[config.mk]
export PLATFORM = sky130hd
export DESIGN_NAME = i2c_master_seq
export DESIGN_NICKNAME = d
export VERILOG_FILES = /design/src/rtl/i2c_master_seq.sv
export SDC_FILE = /design/constraint.sdc
export NUM_CORES = 1
export LEC_CHECK = 0
export CORE_MARGIN = 5
export CORE_UTILIZATION = 49
export CTS_CLUSTER_DIAMETER = 80
export DETAILED_ROUTE_END_ITERATION = 8
export PLACE_DENSITY = 0.8
export SLEW_MARGIN = 40
export SYNTH_ARGS = -nofsm -noshare
export SYNTH_HDL_FRONTEND = slang
export SYNTH_SLANG_ARGS = --single-unit
export TNS_END_PERCENT = 30
[constraint.sdc]
create_clock -name Clk -period 2.15 [get_ports Clk]
set_clock_uncertainty 0.05 [all_clocks]
set_input_delay 0.5375 -clock Clk [delete_from_list [all_inputs] [get_ports Clk]]
set_output_delay 0.5375 -clock Clk [all_outputs]
set_load 0.02 [all_outputs]
[src/rtl/i2c_master_seq.sv]
// Register-bus sequencer for i2c_master_regs: turns one host request into a full I2C register access.
// Define I2C_SEQ_POLL_EN to detect byte completion by polling SR.TIP instead of using Int.

`ifndef I2C_PRER
`define I2C_PRER 0
`endif
`ifndef I2C_CTR
`define I2C_CTR 2
`endif
`ifndef I2C_TXR
`define I2C_TXR 3
`endif
`ifndef I2C_RXR
`define I2C_RXR 3
`endif
`ifndef I2C_CR
`define I2C_CR 4
`endif
`ifndef I2C_SR
`define I2C_SR 4
`endif

// state     | meaning
// INIT_PRE  | write PRESCALE to PRER
// INIT_EN   | write 8'h80 to CTR (core enable)
// IDLE      | Ready=1, accept Req
// LD_TX     | write current byte to TXR
// LD_CR     | write current command to CR, arm timeout
// WAIT      | wait for byte/stop completion or timeout
// RD_SR     | Addr=SR, first read cycle
// CHK       | sample SR, write IACK, pick next step
// RD_RX     | read RXR into Rdata
// ABORT_STO | write STO to CR, then wait in WAIT
// FIN       | Done pulse, back to IDLE
module i2c_master_seq #(
   parameter int          DWIDTH   = 8,
   parameter int          AWIDTH   = 3,
   parameter logic [7:0]  PRESCALE = 8'd49,
   parameter logic [15:0] TIMEOUT  = 16'hFFFF
) (
   input  logic              Clk,
   input  logic              Rst_n,
   input  logic              Req,
   input  logic              Rw,
   input  logic [6:0]        Slv_addr,
   input  logic [7:0]        Reg_addr,
   input  logic [7:0]        Wdata,
   output logic              Ready,
   output logic              Done,
   output logic [1:0]        Err,
   output logic [7:0]        Rdata,
   output logic [AWIDTH-1:0] Addr,
   output logic [DWIDTH-1:0] Dout,
   input  logic [DWIDTH-1:0] Din,
   output logic              Wr,
   input  logic              Int
);

   localparam logic [AWIDTH-1:0] A_PRER = AWIDTH'(`I2C_PRER);
   localparam logic [AWIDTH-1:0] A_CTR  = AWIDTH'(`I2C_CTR);
   localparam logic [AWIDTH-1:0] A_TXR  = AWIDTH'(`I2C_TXR);
   localparam logic [AWIDTH-1:0] A_RXR  = AWIDTH'(`I2C_RXR);
   localparam logic [AWIDTH-1:0] A_CR   = AWIDTH'(`I2C_CR);
   localparam logic [AWIDTH-1:0] A_SR   = AWIDTH'(`I2C_SR);

   localparam logic [7:0] CMD_STA  = 8'h80;
   localparam logic [7:0] CMD_STO  = 8'h40;
   localparam logic [7:0] CMD_RD   = 8'h20;
   localparam logic [7:0] CMD_WR   = 8'h10;
   localparam logic [7:0] CMD_ACK  = 8'h08;
   localparam logic [7:0] CMD_IACK = 8'h01;

   typedef enum logic [3:0] {
      S_INIT_PRE, S_INIT_EN, S_IDLE, S_LD_TX, S_LD_CR, S_WAIT,
      S_RD_SR, S_CHK, S_RD_RX, S_ABORT_STO, S_FIN
   } state_t;

   state_t      state;
   logic [1:0]  idx;
   logic [1:0]  ph;
   logic [15:0] tmo;
   logic        abort_q;
   logic        rw_q;
   logic [6:0]  slv_q;
   logic [7:0]  reg_q;
   logic [7:0]  wdata_q;
   logic [7:0]  tx_byte;
   logic [7:0]  cmd_byte;
   logic        bus_done;

`ifdef I2C_SEQ_POLL_EN
   // SR has been on Addr for two cycles when ph reaches 2
   logic unused_int;
   assign unused_int = Int;
   assign bus_done   = (ph == 2'd2) && !Din[1];
`else
   assign bus_done = Int;
`endif

   always_comb begin
      tx_byte  = {slv_q, 1'b0};
      cmd_byte = CMD_STA | CMD_WR;
      case (idx)
         2'd1: begin
            tx_byte  = reg_q;
            cmd_byte = CMD_WR;
         end
         2'd2: begin
            tx_byte  = rw_q ? {slv_q, 1'b1} : wdata_q;
            cmd_byte = rw_q ? (CMD_STA | CMD_WR) : (CMD_WR | CMD_STO);
         end
         2'd3: begin
            tx_byte  = 8'h00;
            cmd_byte = CMD_RD | CMD_ACK | CMD_STO;
         end
         default: ;
      endcase
   end

   always_ff @(posedge Clk) begin
      if (!Rst_n) begin
         state   <= S_INIT_PRE;
         idx     <= 2'd0;
         ph      <= 2'd0;
         tmo     <= 16'd0;
         abort_q <= 1'b0;
         rw_q    <= 1'b0;
         slv_q   <= 7'd0;
         reg_q   <= 8'd0;
         wdata_q <= 8'd0;
         Ready   <= 1'b0;
         Done    <= 1'b0;
         Err     <= 2'd0;
         Rdata   <= 8'd0;
         Addr    <= '0;
         Dout    <= '0;
         Wr      <= 1'b0;
      end else begin
         Wr   <= 1'b0;
         Done <= 1'b0;
         case (state)
            S_INIT_PRE: begin
               Wr    <= 1'b1;
               Addr  <= A_PRER;
               Dout  <= DWIDTH'(PRESCALE);
               state <= S_INIT_EN;
            end
            S_INIT_EN: begin
               Wr    <= 1'b1;
               Addr  <= A_CTR;
               Dout  <= DWIDTH'(8'h80);
               state <= S_IDLE;
            end
            S_IDLE: begin
               Ready <= 1'b1;
               if (Ready && Req) begin
                  // first TXR load goes out in the cycle right after acceptance
                  Ready   <= 1'b0;
                  rw_q    <= Rw;
                  slv_q   <= Slv_addr;
                  reg_q   <= Reg_addr;
                  wdata_q <= Wdata;
                  idx     <= 2'd0;
                  Err     <= 2'd0;
                  abort_q <= 1'b0;
                  Wr      <= 1'b1;
                  Addr    <= A_TXR;
                  Dout    <= DWIDTH'({Slv_addr, 1'b0});
                  state   <= S_LD_CR;
               end
            end
            S_LD_TX: begin
               Wr    <= 1'b1;
               Addr  <= A_TXR;
               Dout  <= DWIDTH'(tx_byte);
               state <= S_LD_CR;
            end
            S_LD_CR: begin
               Wr    <= 1'b1;
               Addr  <= A_CR;
               Dout  <= DWIDTH'(cmd_byte);
               tmo   <= TIMEOUT - 16'd1;
               ph    <= 2'd0;
               state <= S_WAIT;
            end
            S_WAIT: begin
               if (bus_done) begin
                  if (abort_q) begin
                     // clear IF left by the STOP so the next request starts clean
                     Wr    <= 1'b1;
                     Addr  <= A_CR;
                     Dout  <= DWIDTH'(CMD_IACK);
                     state <= S_FIN;
                  end else begin
                     Addr  <= A_SR;
                     state <= S_RD_SR;
                  end
               end else if (tmo == 16'd0) begin
                  if (abort_q) begin
                     state <= S_FIN;
                  end else begin
                     Err     <= 2'd3;
                     abort_q <= 1'b1;
                     state   <= S_ABORT_STO;
                  end
               end else begin
                  tmo <= tmo - 16'd1;
                  ph  <= (ph == 2'd2) ? 2'd0 : ph + 2'd1;
`ifdef I2C_SEQ_POLL_EN
                  Addr <= A_SR;
`endif
               end
            end
            S_RD_SR: state <= S_CHK;
            S_CHK: begin
               Wr   <= 1'b1;
               Addr <= A_CR;
               Dout <= DWIDTH'(CMD_IACK);
               if (Din[5]) begin
                  // lost arbitration: the bus is not ours, so no STOP
                  Err   <= 2'd2;
                  state <= S_FIN;
               end else if (Din[7] && idx != 2'd3) begin
                  Err     <= 2'd1;
                  abort_q <= 1'b1;
                  state   <= S_ABORT_STO;
               end else if (idx == 2'd3) begin
                  ph    <= 2'd0;
                  state <= S_RD_RX;
               end else if (idx == 2'd2 && !rw_q) begin
                  state <= S_FIN;
               end else begin
                  idx   <= idx + 2'd1;
                  state <= (idx == 2'd2) ? S_LD_CR : S_LD_TX;
               end
            end
            S_RD_RX: begin
               case (ph)
                  2'd0: begin
                     Addr <= A_RXR;
                     ph   <= 2'd1;
                  end
                  2'd1: ph <= 2'd2;
                  default: begin
                     Rdata <= Din[7:0];
                     ph    <= 2'd0;
                     state <= S_FIN;
                  end
               endcase
            end
            S_ABORT_STO: begin
               Wr    <= 1'b1;
               Addr  <= A_CR;
               Dout  <= DWIDTH'(CMD_STO);
               tmo   <= TIMEOUT - 16'd1;
               ph    <= 2'd0;
               state <= S_WAIT;
            end
            S_FIN: begin
               Done  <= 1'b1;
               state <= S_IDLE;
            end
            default: state <= S_INIT_PRE;
         endcase
      end
   end

endmodule

After elaboration in Yosys (flattened, before gate mapping)
Cells that the tools add are included.
{ "classes": {"n_addsub": 3, "n_eq_ne": 33, "n_mux": 59, "bitwise": 1, "n_reduce_logical": 28} }
{ "ops": {"columns": ["cell", "n"], "rows": [
  ["8-bit case mux with 8 select lines", 1],
  ["8-bit case mux with 3 select lines", 2],
  ["8-bit two-way mux", 5],
  ["4-bit two-way mux", 9],
  ["4-bit case mux with 9 select lines", 1],
  ["2-bit two-way mux", 17],
  ["16-bit two-way mux", 2],
  ["2-bit inequality test, second input constant", 16],
  ["16-bit case mux with 2 select lines", 1],
  ["6-bit AND reduction", 4],
  ["3-bit case mux with 7 select lines", 1],
  ["4-bit by 3-bit == test with 1-bit output, second input constant", 4],
  ["16-bit logical NOT", 1],
  ["16-bit by 1-bit subtractor with 16-bit output, second input constant", 1],
  ["4-bit == test, second input constant", 3],
  ["3-bit two-way mux", 4],
  ["1-bit two-way mux", 10],
  ["4-bit by 2-bit == test with 1-bit output, second input constant", 2],
  ["2-bit case mux with 2 select lines", 2],
  ["2-bit case mux with 4 select lines", 1],
  ["4-bit AND reduction", 2],
  ["8-bit nonzero test", 1],
  ["7-bit nonzero test", 1],
  ["2-bit == test, second input constant", 3],
  ["other kinds (19)", 30]
]} }
{ "totals": {"reg_bits": 73, "out_inout_bits": 24, "elab_cells": 140} }

Logic depth before layout (Yosys ltp)
Gate-level depths: netlist of the first run.
{ "logic_depth": {"word_depth": 7, "ltp_mapped": 7} }

Worst setup path after synthesis of the first run
No wires, ideal clock.
{ "synth_path": {"path_type": "register to register", "startpoint": "register tmo[2]", "endpoint": "register tmo[15]", "setup_time_ns": 0.115, "arrival_ns": 2.105, "path_slack_ns": -0.120, "stages_incl_launch_ff": 6, "n_path_buf": 1, "synth_period_minus_slack_ns": 2.270, "path_cell_list": "dfxtp_1 -> or4_1 -> or4_1 -> buf_2 -> or4_1 -> and3_1"} }
{ "synth_between": {"elab_chain_cells": 4, "word_cells_on_any_way": 7, "classes_between": "add/sub (1); eq/ne (1); mux (3); reduce/logical (2)"} }
{ "synth_rtl": {"columns": ["item", "line_no", "rtl"], "rows": [
  ["start, declared", "81", "logic [15:0] tmo;"],
  ["start signal, assigned", "182", "tmo <= TIMEOUT - 16'd1;"],
  ["start signal, assigned", "207", "tmo <= tmo - 16'd1;"],
  ["start signal, assigned", "255", "tmo <= TIMEOUT - 16'd1;"],
  ["16-bit by 1-bit subtractor with 16-bit output", "207", null],
  ["16-bit two-way mux", "198", "end else if (tmo == 16'd0) begin"],
  ["16-bit two-way mux", "187", "if (bus_done) begin"],
  ["16-bit case mux with 2 select lines", "141", "case (state)"]
]} }
Parallel ways exist; a longest one is shown, timed or not. The select of a mux whose other input is x is not followed.
A chain may end at the register's enable or synchronous reset.

Worst setup path after layout of the first run
{ "layout_path": {"startpoint": "register Ready", "endpoint": "output port Ready"} }
{ "layout_lines": {"columns": ["item", "line_no", "rtl"], "rows": [
  ["start, declared", "48", "output logic Ready,"],
  ["start signal, assigned", "131", "Ready <= 1'b0;"],
  ["start signal, assigned", "155", "Ready <= 1'b1;"],
  ["start signal, assigned", "158", "Ready <= 1'b0;"]
]} }
No word-level cell between the ends.

==> impl_metrics.tcl, run 1 <==
set metrics [dict create \
    rows 32 \
    fp.dieW_um 99.4 \
    die_y_um 99.4 \
    path_class "flop to output pin" \
    root_buffer "clkbuf_8" \
    synthToLayoutAreaGrowth_pct 33.2 \
    syn_area_per_cell_um2 8.06 \
    syn_inst 486 \
    portBuffers 59 \
    slew_headroom_pct 56.0 \
    worst_pin_slew_ns 0.643 \
    crit_path_start_kind "flop" \
    period_share_pct 98.8 \
    finalPower_w 0.00643 \
    initial_core_util_pct 50.4 \
    ys_seq_area_share_pct 37.3 \
    dr.pass1.iters 5 \
    clkTransAtPathRegs_ns 0.10 \
    path_cells "clkdlybuf4s50_1" \
    ys_ff_latch 73 \
    grt_overflow 0 \
    gp_congestion 0.902 \
    grt_pass1_vias 3920 \
    fin_cells 682 \
    max_stage_delay_ns 0.68 \
    async_flop_share_pct 0 \
    dp_cells 666 \
    final_net_count 619 \
    cts_num_sinks 73 \
    crit_arrival_ns 1.54 \
    cts_buffers 9 \
    drt_iter0_drc 383 \
    worstSetupEndpointType "output pin" \
    synth_warnings 0 \
    diodes 0 \
    drv_cap 0 \
    synth_edf_count 0 \
    via_per_inst 6.18 \
    dieArea_mm2 0.00988 \
    dp.final_hpwl_mm 8.87 \
    io_pins 60 \
    p_sw_share_pct 42.9 \
    setup_slack_ns 0.0254 \
    synth_nets 530 \
    hold_viol_final 0 \
    grt_setup_unrepaired "yes" \
    seqPwrFrac_pct 29.4 \
    worstSkewPairLatency_ns 0.36 \
    hp-class "flop to flop" \
    finalSetupViolations 0 \
    critical_path_required_ns 1.56 \
    fmax_mhz 471 \
    core_mm2 0.00777 \
    vias 4212 \
    clockPowerShare_pct 17.9 \
    use_met1_pct 33.2 \
    p_leak_nw 1.89 \
    crit_buf_inv 1 \
    drive_above_1_share_pct 17.1 \
    gr-usage-met3_pct 4.56 \
    finalCriticalPeriod_ns 2.12 \
    clockBufferDepth 2 \
    fin_area_mm2 0.00522 \
    syn-cell-area_mm2 0.00392 \
    grt_start_max_net_pins 31 \
    cts_tree "built" \
    outcome "complete, no violations" \
    ys.flop_type "dfxtp_1" \
    cp_slowest_cell "clkdlybuf4s50_1" \
    synth.distinct_cells 66 \
    p_per_area_mw_per_mm2 1230 \
    grtUsageMet2_pct 38.4 \
    path_max_fanout 6 \
    p_comb_share_pct 52.7 \
    power.switching_w 0.00276 \
    placed_area_mm2 0.00496 \
    wl_per_cell_um 18.0 \
    drc 0 \
    wirelength_mm 12.3 \
    setup_tns_ns 0 \
    vdd_ir_drop_max_mv 0.854 \
    critPathTopFamily "buffers and inverters" \
    grt_use_total_pct 24.3 \
    antenna_found_initial 0 \
    cell_internal_pwr_w 0.00367 \
    busiest_layer "met2" \
    ant_nets 0 \
    cts_max_level 3 \
    grt_pass1_wl_mm 19.5 \
    post-place-ws_ns -0.338 \
    drv_slew 0 \
]
## Yosys cell counts, drive strengths merged (4+ instances only)
master  count  area share (%)
a211oi      5            0.96
a21o        6             1.1
a21oi      53             6.8
a221oi      4            0.89
a222oi      5             1.3
a31oi       9             1.4
a32o        5             1.3
and3        4            0.64
buf         4            0.45
clkbuf     32             3.1
dfxtp      73              37
ha          8             2.6
inv        11             1.1
mux2i       5             1.3
nand2      79             7.6
nand2b      5            0.80
nand3      12             1.5
nand3b      9             1.7
nand4       5            0.80
nor2       17             1.6
nor2b      11             1.8
nor3        9             1.1
nor4        9             1.6
o21ai      18             2.3
o31ai       9             1.7
or4        13             2.5
## final timing paths
check / startpoint / to / slack, ns / cells after the start
setup / recovery: Ready$_SDFFE_PN0P_ / Ready / 0.03 / 1
hold / removal: wdata_q[6]$_SDFFE_PN0P_ / wdata_q[6]$_SDFFE_PN0P_ / 0.40 / 2
setup reg to reg: tmo[5]$_SDFFE_PN0P_ / tmo[9]$_SDFFE_PN0P_ / 0.07 / 4
hold reg to reg: wdata_q[6]$_SDFFE_PN0P_ / wdata_q[6]$_SDFFE_PN0P_ / 0.40 / 2
## kinds of logic after synthesis
family                     share of synthesized area, %
adders and majority gates                          2.56
xor gates and xnor gates                          0.224
DFF                                                37.3
and+or+nand+nor                                    28.2
muxes                                              1.28
buffers and inverters                              4.57
AOI/OAI and AO/OA                                  25.9
## through the flow
stage,hold slack (ns),util [%]
detailed placement,0.394,63.8
CTS,0.407,66.5
floorplan,0.382,-
global placement,0.392,63.8
finish,0.404,67.2
global route,0.427,67.2
## timing repair
item                                    in CTS  in global routing
setup buffers                                0                  0
pin swaps                                    1                  3
endpoints found under the setup margin       5                 23
resized for setup                            1                 10
hold buffers                                 0                  0
## area by class of cell
type                       count  area (um^2)
sequential                    73         1470
timing repair buffer         114         1040
inverter                      11         41.3
clock buffer                   9          124
clock inverter                 7         81.3
fill                         682         2550
tap                          102          128
multi-input combinational    366         2340
## metal layers
| metal | vias to the layer above | wire length, um |
|---|---|---|
| li1 | 2000 | - |
| met1 | 2023 | 5580 |
| met2 | 163 | 5680 |
| met3 | 26 | 754 |
| met4 | 0 | 239 |
| met5 | - | 0 |
## cell usage in the layout (no fill, tap or decap), types with 4 or more instances in the layout
master,n
nand2_1,78
dfxtp_1,70
clkdlybuf4s50_1,59
a21oi_1,52
buf_4,52
o21ai_0,18
nor2_1,17
nand3_1,12
inv_1,11
or4_1,11
nor2b_1,10
nor3_1,9
nand3b_1,9
o31ai_1,9
a31oi_1,9
clkbuf_8,9
ha_1,8
nor4_1,7
a21o_1,6
nand2b_1,5
mux2i_1,5
a211oi_1,5
a222oi_1,5
a32o_1,5
nand4_1,5
inv_6,5
a221oi_1,4
and3_1,4
## power groups by stage
stage          registers (W)  clock network (W)  logic (W)
2_1_floorplan        0.00190                  0    0.00191
3_5_place_dp         0.00188                  0    0.00322
3_3_place_gp         0.00187                  0    0.00314
6_report             0.00189            0.00115    0.00339
5_1_grt              0.00191            0.00123    0.00367
4_1_cts              0.00185            0.00116    0.00325
## state kept, by name (all words and copies together) (netlist names), 2 cells and up
signal and flops:
Addr 3, Dout 8, Err 2, Rdata 8, idx 2, ph 2, reg_q 8, slv_q 7
state 4, tmo 16, wdata_q 8
(Power assumes the default switching activity.)
==> run 2: changes to the inputs <==
--- a/config.mk
+++ b/config.mk
@@ -6,4 +6,5 @@
 export NUM_CORES = 1
 export LEC_CHECK = 0
+export CORE_ASPECT_RATIO = 1.2
 export CORE_MARGIN = 5
 export CORE_UTILIZATION = 49
==> constraint.sdc (replaced) <==
create_clock -name Clk -period 2.15 [get_ports Clk]
set_clock_uncertainty 0.05 [all_clocks]
set_input_delay 0.3225 -clock Clk [delete_from_list [all_inputs] [get_ports Clk]]
set_output_delay 0.3225 -clock Clk [all_outputs]
set_load 0.02 [all_outputs]
==> run 2 against run 1 <==
Against the previous run:
- setup slack improved by 0.066 ns
- register-to-register slack improved by 0.02 ns
- clock-buffer cell count rose by 3
- wire length fell by 2.0%
- critical path type is now flop to flop
- cell area fell by 1.2%
- sequential power fell by 4%
- largest power group unchanged
- first-iteration DRC count rose by 25%
==> impl_metrics.tcl, run 2 (synthesized netlist as in run 1, its figures left out) <==
set metrics [dict create \
    outcome "complete, no violations" \
    rows 35 \
    drive_above_1_share_pct 16.2 \
    critical_path_required_ns 2.36 \
    via_per_inst 6.28 \
    dr.pass1.iters 5 \
    clkTransAtPathRegs_ns 0.08 \
    grt_pass1_wl_mm 19.2 \
    p_per_area_mw_per_mm2 1220 \
    wl_per_cell_um 17.9 \
    final_core_util_pct 66.5 \
    initial_core_util_pct 50.5 \
    setup_tns_ns 0 \
    fin_area_mm2 0.00516 \
    fp.dieW_um 91.6 \
    diodes 0 \
    antenna_found_initial 0 \
    synthToLayoutAreaGrowth_pct 31.6 \
    grt_use_total_pct 24.1 \
    hold_buffers 0 \
    largest-register "tmo" \
    final_net_count 618 \
    path_max_fanout 9 \
    path_cells "or4_1, or4_4, or4_1, and3_1" \
    r2r-start "tmo[5]$_SDFFE_PN0P_" \
    grt_start_max_net_pins 33 \
    r2r_setup_slack_ns 0.09 \
    grt_setup_unrepaired "no" \
    period_share_pct 95.8 \
    fmax_mhz 486 \
    cpMostUsedCell "or4_1" \
    grt_overflow 0 \
    hold_viol_final 0 \
    die_y_um 108 \
    crit_path_start_kind "flop" \
    final_cell_mix "nand2_1 (79), dfxtp_1 (70), clkdlybuf4s50_1 (59)" \
    drc 0 \
    cts_num_sinks 73 \
    hp-class "flop to flop" \
    cp_slowest_cell "or4_1" \
    dp_cells 655 \
    drt_iter0_drc 478 \
    fin_cells 671 \
    gp_congestion 0.880 \
    ant_nets 0 \
    path_class "flop to flop" \
    drv_slew 0 \
    finalSetupViolations 0 \
    worst_pin_slew_ns 0.596 \
    layout_commonest_cell "nand2_1" \
    portBuffers 59 \
    finalCriticalPeriod_ns 2.06 \
    worstSetupEndpointType "flop" \
    worstSkewPairLatency_ns 0.36 \
    vdd_ir_drop_max_mv 0.781 \
    core_mm2 0.00775 \
    vias 4212 \
    timing.rr.end "tmo[15]$_SDFFE_PN0P_" \
    cts_tree "built" \
    placed_area_mm2 0.00492 \
    cts_buffers 9 \
    max_stage_delay_ns 0.54 \
    dieArea_mm2 0.00989 \
    wirelength_mm 12.0 \
    root_buffer "clkbuf_8" \
    clockBufferDepth 2 \
    cp-startpoint "tmo[5]$_SDFFE_PN0P_" \
    grt_pass1_vias 4076 \
    slew_headroom_pct 59.3 \
    largest_register_ff_count 16 \
    crit_arrival_ns 2.27 \
    cp-endpoint "tmo[15]$_SDFFE_PN0P_" \
    reg2reg_depth 4 \
    num-fill-cells 646 \
    drv_cap 0 \
    dp.final_hpwl_mm 8.72 \
    io_pins 60 \
    p_leak_nw 1.88 \
    cts_max_level 3 \
    post-cts-setup-buffers 0 \
]
## run 2: cell type report
class                      count  area (um^2)  area share, %
sequential                    73         1470           28.4
clock buffer                  12          165           3.20
multi-input combinational    366         2300           44.6
tap                           92          115           2.23
inverter                      11         41.3          0.801
timing repair buffer         113         1020           19.8
clock inverter                 4         50.0          0.971
## run 2: where the power goes
| part | leakage (nW) | switching, W | internal, W |
|---|---|---|---|
| clock | 0.105 | 0.000539 | 0.000629 |
| combinational | 1.18 | 0.00186 | 0.00142 |
| sequential | 0.593 | 0.000216 | 0.00160 |
| total | 1.88 | 0.00262 | 0.00365 |
## run 2: worst min-delay path by stage
stage,depth (start not counted),slack [ns],startpoint,to
after detailed placement,2,0.40,wdata_q[2]$_SDFFE_PN0P_,wdata_q[2]$_SDFFE_PN0P_
final,2,0.41,wdata_q[2]$_SDFFE_PN0P_,wdata_q[2]$_SDFFE_PN0P_
after floorplan,2,0.38,wdata_q[6]$_SDFFE_PN0P_,wdata_q[6]$_SDFFE_PN0P_
after global routing,2,0.43,reg_q[4]$_SDFFE_PN0P_,reg_q[4]$_SDFFE_PN0P_
after global placement,2,0.39,Rdata[4]$_SDFFE_PN0P_,Rdata[4]$_SDFFE_PN0P_
after CTS,2,0.41,wdata_q[2]$_SDFFE_PN0P_,wdata_q[2]$_SDFFE_PN0P_
## run 2: metrics by stage
step	worst slack, ns	power (W)	hold slack (ns)
detailed placement	-0.0915	0.00501	0.400
floorplan	-0.0370	0.00381	0.382
global route	0.0230	0.00664	0.431
CTS	0.0393	0.00620	0.408
global placement	-0.0683	0.00491	0.393
finish	0.0911	0.00627	0.406
## run 2: timing repair
item                                    4_1_cts  5_1_grt
gates cloned                                  0        0
endpoints found under the setup margin        4       13
pin swaps                                     1        1
resized for setup                             1        3
## run 2: metal layers
layer | global-route usage [%] | share of wire [%] | up-vias
met4 | 13.5 | 4.1 | 0
met3 | 5.36 | 7.0 | 51
met5 | 0 | 0 | -
met1 | 28.1 | 41 | 1973
li1 | - | - | 1999
met2 | 41.0 | 48 | 189
## run 2: critical path, delay by kind of cell, from the launching register on
kind	cells	cell delay, ns
flops	1	0.33
simple gates	4	1.58
